## config.mk

```make
export PLATFORM = sky130hd
export DESIGN_NAME = seg_display_scanner
export DESIGN_NICKNAME = d
export VERILOG_FILES = /design/src/rtl/seg_display_scanner.sv
export SDC_FILE = /design/constraint.sdc
export NUM_CORES = 1
export LEC_CHECK = 0
export ABC_AREA = 1
export ABC_CLOCK_PERIOD_IN_PS = 4600
export CAP_MARGIN = 20
export CORE_UTILIZATION = 50
export DETAILED_ROUTE_END_ITERATION = 8
export GPL_TIMING_DRIVEN = 0
export HOLD_SLACK_MARGIN = 0.12
export PLACE_DENSITY = 0.72
export SLEW_MARGIN = 15
export SYNTH_ARGS = -nofsm -noshare
export SYNTH_HDL_FRONTEND = slang
export SYNTH_SLANG_ARGS = --single-unit
```

## constraint.sdc

```tcl
create_clock -name clk -period 4.6 [get_ports clk]
set_input_delay 0.69 -clock clk [delete_from_list [all_inputs] [get_ports clk]]
set_output_delay 0.69 -clock clk [all_outputs]
set_load 0.01 [all_outputs]
```

## src/rtl/seg_display_scanner.sv

```systemverilog
// seg_display_scanner: multiplexed 8-digit common-anode 7-segment driver with double buffer
module seg_display_scanner #(
    parameter int CLK_FREQ     = 25000000,
    parameter int SCAN_FREQ    = 1000,
    parameter int BLANK_CYCLES = 250
) (
    input  logic        clk,
    input  logic        reset,
    input  logic        load,
    input  logic [31:0] value,
    input  logic [7:0]  dp,
    input  logic        lz_en,
    output logic [7:0]  an,
    output logic [6:0]  seg,
    output logic        dp_n,
    output logic        frame_done
);
    localparam int SLOT = CLK_FREQ / SCAN_FREQ;
    localparam int CW = (SLOT > 1) ? $clog2(SLOT) : 1;
    localparam logic [CW-1:0] LAST = CW'(SLOT - 1);
    localparam logic [CW-1:0] BLANK_C = CW'(BLANK_CYCLES);
    localparam logic [6:0] SEG_LUT [16] = '{
        7'b1000000, 7'b1111001, 7'b0100100, 7'b0110000,
        7'b0011001, 7'b0010010, 7'b0000010, 7'b1111000,
        7'b0000000, 7'b0010000, 7'b0001000, 7'b0000011,
        7'b1000110, 7'b0100001, 7'b0000110, 7'b0001110
    };

    typedef enum logic {BLANK, SHOW} state_t;

    state_t      state, state_next;
    logic [CW-1:0] cnt, cnt_next;
    logic [2:0]  idx;
    logic        wrap, frame_end;
    logic [31:0] act_val, sh_val;
    logic [7:0]  act_dp, sh_dp;
    logic        act_lz, sh_lz, pending;
    logic [7:0]  supp;
    logic        keep;
    logic [3:0]  nib;

    assign wrap      = cnt == LAST;
    assign frame_end = wrap && idx == 3'd7;
    assign cnt_next  = wrap ? '0 : cnt + 1'b1;
    assign nib       = act_val[{idx, 2'b00} +: 4];

    // Slot counter and digit index; the index advances on every slot wrap
    always_ff @(posedge clk or posedge reset) begin
        if (reset) begin
            cnt <= '0;
            idx <= '0;
        end else begin
            cnt <= cnt_next;
            if (wrap) idx <= idx + 3'd1;
        end
    end

    // State register tracks which phase the current counter value is in
    always_ff @(posedge clk or posedge reset) begin
        if (reset) state <= BLANK;
        else state <= state_next;
    end

    // Next state: blank for the first BLANK_CYCLES of each slot, show afterwards
    always_comb begin
        state_next = state;
        state_next = (cnt_next < BLANK_C) ? BLANK : SHOW;
    end

    // Shadow capture on load; transfer to active only at the frame boundary, a same-cycle load stays pending
    always_ff @(posedge clk or posedge reset) begin
        if (reset) begin
            sh_val  <= '0;
            sh_dp   <= '0;
            sh_lz   <= 1'b0;
            act_val <= '0;
            act_dp  <= '0;
            act_lz  <= 1'b0;
            pending <= 1'b0;
        end else begin
            if (load) begin
                sh_val <= value;
                sh_dp  <= dp;
                sh_lz  <= lz_en;
            end
            if (frame_end && pending) begin
                act_val <= sh_val;
                act_dp  <= sh_dp;
                act_lz  <= sh_lz;
            end
            pending <= load | (pending & ~frame_end);
        end
    end

    // Leading-zero mask: scanning down from digit 7, stop suppressing at the first nonzero digit or lit dp
    always_comb begin
        keep = 1'b0;
        supp = '0;
        for (int i = 7; i > 0; i--) begin
            keep = keep | (act_val[4*i +: 4] != 4'd0) | act_dp[i];
            supp[i] = act_lz & ~keep;
        end
    end

    // Registered display outputs, one cycle behind the counters
    always_ff @(posedge clk or posedge reset) begin
        if (reset) begin
            an         <= 8'hFF;
            seg        <= 7'h7F;
            dp_n       <= 1'b1;
            frame_done <= 1'b0;
        end else begin
            an         <= (state == SHOW) ? ~(8'd1 << idx) : 8'hFF;
            seg        <= (state == SHOW && !supp[idx]) ? SEG_LUT[nib] : 7'h7F;
            dp_n       <= (state == SHOW) ? (supp[idx] | ~act_dp[idx]) : 1'b1;
            frame_done <= frame_end;
        end
    end
endmodule

```

Yosys cells after proc, flatten, opt, wreduce, memory -nomap -nowiden
Memory sizes are Yosys's and may differ from the RTL's.
Index checks and enable logic that the tools add are counted.
Widths: inputs -> output; s select.
{"block": "word_totals", "ff_bits": 119, "rom_bits": 112, "wordCells": 80, "memories": 1}
{"block": "classes", "n_addsub": 2, "magnitude_cmp": 3, "n_eq_ne": 2, "n_shift": 2, "mux": 11, "bitwise_logic": 34, "reduce_logical": 11}
{"name": "(name not given)", "depth": 16, "word_bits": 7, "read_ports": 1, "rd_ports_with_merged_regs": 0, "wr": 0, "line_no": "114", "text": "seg <= (state == SHOW && !supp[idx]) ? SEG_LUT[nib] : 7'h7F;"}
{"cell": "$shiftx 32x6->4", "n": 1}
{"cell": "$reduce_bool 4->1", "n": 7}
{"cell": "$mux 7", "n": 3}
{"cell": "$add 15x1->15 const B", "n": 1}
{"cell": "$eq 15x15->1 const B", "n": 1}
{"cell": "$lt 15x8->1 const B", "n": 1}
{"cell": "$mux 15", "n": 1}
{"cell": "$or 1x1->1", "n": 15}
{"cell": "$not 1->1", "n": 9}
{"cell": "$and 1x1->1", "n": 8}
{"cell": "$mux 8", "n": 1}
{"cell": "$not 8->8", "n": 1}
{"cell": "$shl 1x3->8 const A", "n": 1}
{"cell": "$bmux 1 s3", "n": 2}
{"cell": "$ge 5x5->1 const B", "n": 1}
{"cell": "$not 4->5", "n": 1}
{"cell": "$lt 3x4->1 const B", "n": 1}
{"cell": "$mux 1", "n": 4}
{"cell": "$add 3x1->3 const B", "n": 1}
{"cell": "$eq 3x3->1 const B", "n": 1}
{"cell": "$logic_and 1x1->1", "n": 3}
{"cell": "$logic_not 1->1", "n": 1}

Depth between registers and ports, before layout
{"block": "logic_depth", "ltp_word": 21, "mapped_depth": 14, "ltp_nobuf": 14}

Worst setup path before layout
Ideal clock, no wire load.
{"block": "synth_path", "kind": "register to register", "from": "reg idx[0]", "to": "reg seg[3]", "setup_ns": 0.086, "arrival_time_ns": 1.753, "required_ns": 4.514, "path_slack_ns": 2.761, "path_stages_with_launch": 11, "path_buffers": 1, "synth_period_minus_slack_ns": 1.839, "cell_sequence": "dfrtp_1 > buf_4 > o211ai_1 > nand2_1 > o21ai_1 > inv_1 > ha_1 > nand3_1 > nand2_1 > nand2_1 > nand3_1"}
{"block": "synth_between", "elab_chain_len": 6, "elab_cells_between_ends": 10}
{"element": "start, declared", "line_no": "33", "text": "logic [2:0] idx;"}
{"element": "start signal, assigned", "line_no": "54", "text": "if (wrap) idx <= idx + 3'd1;"}
{"element": "$shiftx 32x6->4", "line_no": "45", "text": "assign nib = act_val[{idx, 2'b00} +: 4];"}
{"element": "$not 4->5 (not written as such)", "line_no": "114"}
{"element": "$mem_v2 16x7"}
{"element": "$mux 7 (not written as such) (2 in series)", "line_no": "114"}
{"element": "$mux 7 (*)", "line_no": "114"}
{"element": "end signal, assigned", "line_no": "114"}
{"element": "end, declared", "line_no": "14", "text": "output logic [6:0] seg,"}
Every way passes the cells marked *; elsewhere a longest branch is shown, timed or not. The select of a mux whose other input is x is not followed.
A chain may end at the register's enable or synchronous reset.

Final worst setup path
{"block": "layout_path", "from": "reg idx[0]", "to": "reg seg[6]"}
The elaborated chain is that of the path after synthesis.

==> out/qor.yml <==
postCtsSetupRepairBufs: 0
drt_wl_total_um: 12600
routabilityCongestion: 0.896
vdd_drop_max_uv: 189
synth_fa_ha_area_share_pct: 2.82
yosysTopAreaCell: "dfrtp_1"
finalSetupViolations: 0
outcome: "complete, no violations"
hold_ws_ps: 481
synthMuxAreaShare_pct: 0
instances_no_fill: 899
powerDensity_nw_per_um2: 339
synthTopCellsByArea: "dfrtp_1, nand2_1, dfstp_2"
synth.lib_cells_used.distinct: 29
power_leakage_nw: 3.43
wl_met1_um: 6020
min_period_ps: 2280
numCtsBuffers: 17
ys_seq_area_share_pct: 52.0
synth_warnings: 0
clk_pin_slew_ps: 50
grt_usage_pct: 23.4
min_period_over_period_pct: 49.6
crit_type: "register to register"
pwr-share-clk_pct: 49.8
rsz0062_at_grt: "false"
highest_layer: "met4"
async_reset_ff_share_pct: 100
r2r_start: "idx[0]"
crit_fanout: 10
startpoint: "idx[0]"
syn2layout_area_growth_pct: 23.2
cts_tree: "yes"
combPwrFrac_pct: 5.0
die_y_um: 109
rows: 38
synth_compound_area_share_pct: 13.7
synthesis.nets: 727
synth_top_family_by_area: "simple AND/OR/NAND/NOR gates"
internal-power_mw: 1.89
yosys-top-cells-count: "nand2_1, dfrtp_1, inv_1, o21ai_0, nor2_1"
hpwl_um: 9270
synthFlopType: "dfrtp_1"
synthXorXnorAreaFrac_pct: 0.152
max_freq_mhz: 438
dp_cells: 870
cap_violations: 0
tightest_slew_ps: 617
port_buffers: 59
synthCells: 670
worstSetupStartpointType: "register"
cts.sinks: 119
final.setup.tns_ps: 0
overflow: 0
io_pins: 61
grt_max_degree: 69
crit_path_end_kind: "register"
dr.first_iter.drc_count: 269
core-area_um2: 11000
reg2reg_depth: 11
first_pass_iters: 5
synth_edf_count: 0
die_area_um2: 12000
relSlewSlack_pct: 58.8
p_sw_mw: 0.522
wl_met3_um: 383
n_antenna_cell: 0
worstPathArrival_ps: 2600
synthSimpleGateAreaFrac_pct: 22.1
min-delay-start: "act_val[18]"
start_util_pct: 52.2
cts-resized-gates: 0
cts_hold_buf: 0
nNetsFinal: 806
reg2reg_to: "seg[6]"
critPathCapture: "seg[6]"
synth-seq-cells: 119
slew_viol_final: 0
clock_skew_ps: 7.45
die_x_um: 109
avgSynthCellArea_um2: 8.60
netlist_area_um2: 5760
route.detailed.drc: 0
grt_first_pass_wirelength_um: 21300
drive_above_1_share_pct: 15.5
cts_root_buf: "clkbuf_16"
switching_share_pct: 21.7
antenna_left: 0
fin_total_pwr_mw: 2.41
vias_per_cell: 5.10
synth_top_area_share_pct: 44.7
r2r_slack_ps: 2320
grt_pass1_vias: 4378
synth.most_common_cell: "nand2_1"
seqPwrFrac_pct: 45.2
route.detailed.wl_per_inst_um: 14.0
hold_viol_final: 0
crit_required_ps: 4920
wl_met2_um: 6050
vias: 4582
h-tree-depth: 4
min_path_type: "register to register"
clockBufferDepth: 2
clock_latency_ps: 400
antenna_found_initial: 0
==> layout by cell type (no fill, tap or decap), types with 5 or more instances in the layout <==
cell             synthesis  final
nand4_1                 10     10
dfstp_2                 16     16
dfrtp_1                103    103
o21ai_1                  7      7
o21ai_2                 43     43
o21ai_0                 58     58
ha_1                    13     13
inv_1                   90     89
inv_2                    5      5
clkbuf_16                0     17
nand3_1                 48     48
nor2_1                  51     51
clkbuf_1                10     11
buf_6                    9      9
nand2_1                173    173
clkdlybuf4s50_1          0     59
==> worst min path at each step <==
stage | end | slack (ps) | depth (start not counted)
after floorplan | cnt[0] | 430 | 1
after CTS | act_val[18] | 480 | 2
final | act_val[18] | 480 | 2
after global placement | cnt[0] | 450 | 1
after global routing | act_val[9] | 500 | 2
after detailed placement | cnt[0] | 450 | 1
==> layer usage <==
layer	GRT usage, %	vias up
met4	7.05	0
met2	37.4	90
met3	4.33	11
met5	0	-
met1	32.5	2190
li1	-	2291
==> layout make-up <==
class | count | area [µm²]
fillers | 951 | 3930
plain buffers | 25 | 176
clock inverters | 9 | 80.1
multi-input cells | 431 | 2230
flip-flops and latches | 119 | 3000
clock buffers | 20 | 457
well taps | 140 | 175
repair buffers | 60 | 618
inverters | 95 | 362
==> per-stage QoR <==
stage | util (%) | area [µm²] | setup slack [ps]
after global routing | 64.3 | 7100 | 2130
final | 64.3 | 7100 | 2320
after detailed placement | 59.5 | 6560 | 2340
after global placement | 59.2 | 6530 | -727
after floorplan | - | 5760 | 779
after CTS | 64.3 | 7100 | 2330
==> registers in the layout (all words and copies together) (netlist names), 3 cells and up <==
register / count
act_dp: 8
idx: 3
sh_val: 32
an: 8
cnt: 15
seg: 7
act_val: 32
sh_dp: 8
==> power by group through the flow <==
stage	clock, mW	sequential, mW	combinational (mW)
6_report	1.20	1.09	0.121
5_1_grt	1.26	1.09	0.138
4_1_cts	1.21	1.09	0.125
3_5_place_dp	0	1.11	0.124
3_3_place_gp	0	1.11	0.116
2_1_floorplan	0	1.10	0.0632
==> cell families (layout without fill, tap and decap cells) <==
family	after synthesis	count (layout)
AND/OR/NAND/NOR	297	297
adder cells (fa/ha/maj)	13	13
XOR/XNOR	1	1
buffers and inverters	120	209
AO/OA/AOI/OAI	120	120
flip-flops	119	119
==> worst max-delay path: stages (launching register included) <==
cell and delay, ps:
dfrtp_1 560, inv_2 110, buf_6 160, o21ai_1 120, nand2_1 90, o21ai_1 420, inv_1 160, ha_1 240
nand3_1 130, nand2_1 70, nand2_1 60, nand3_1 60
Power figures use the tool's default switching activity.
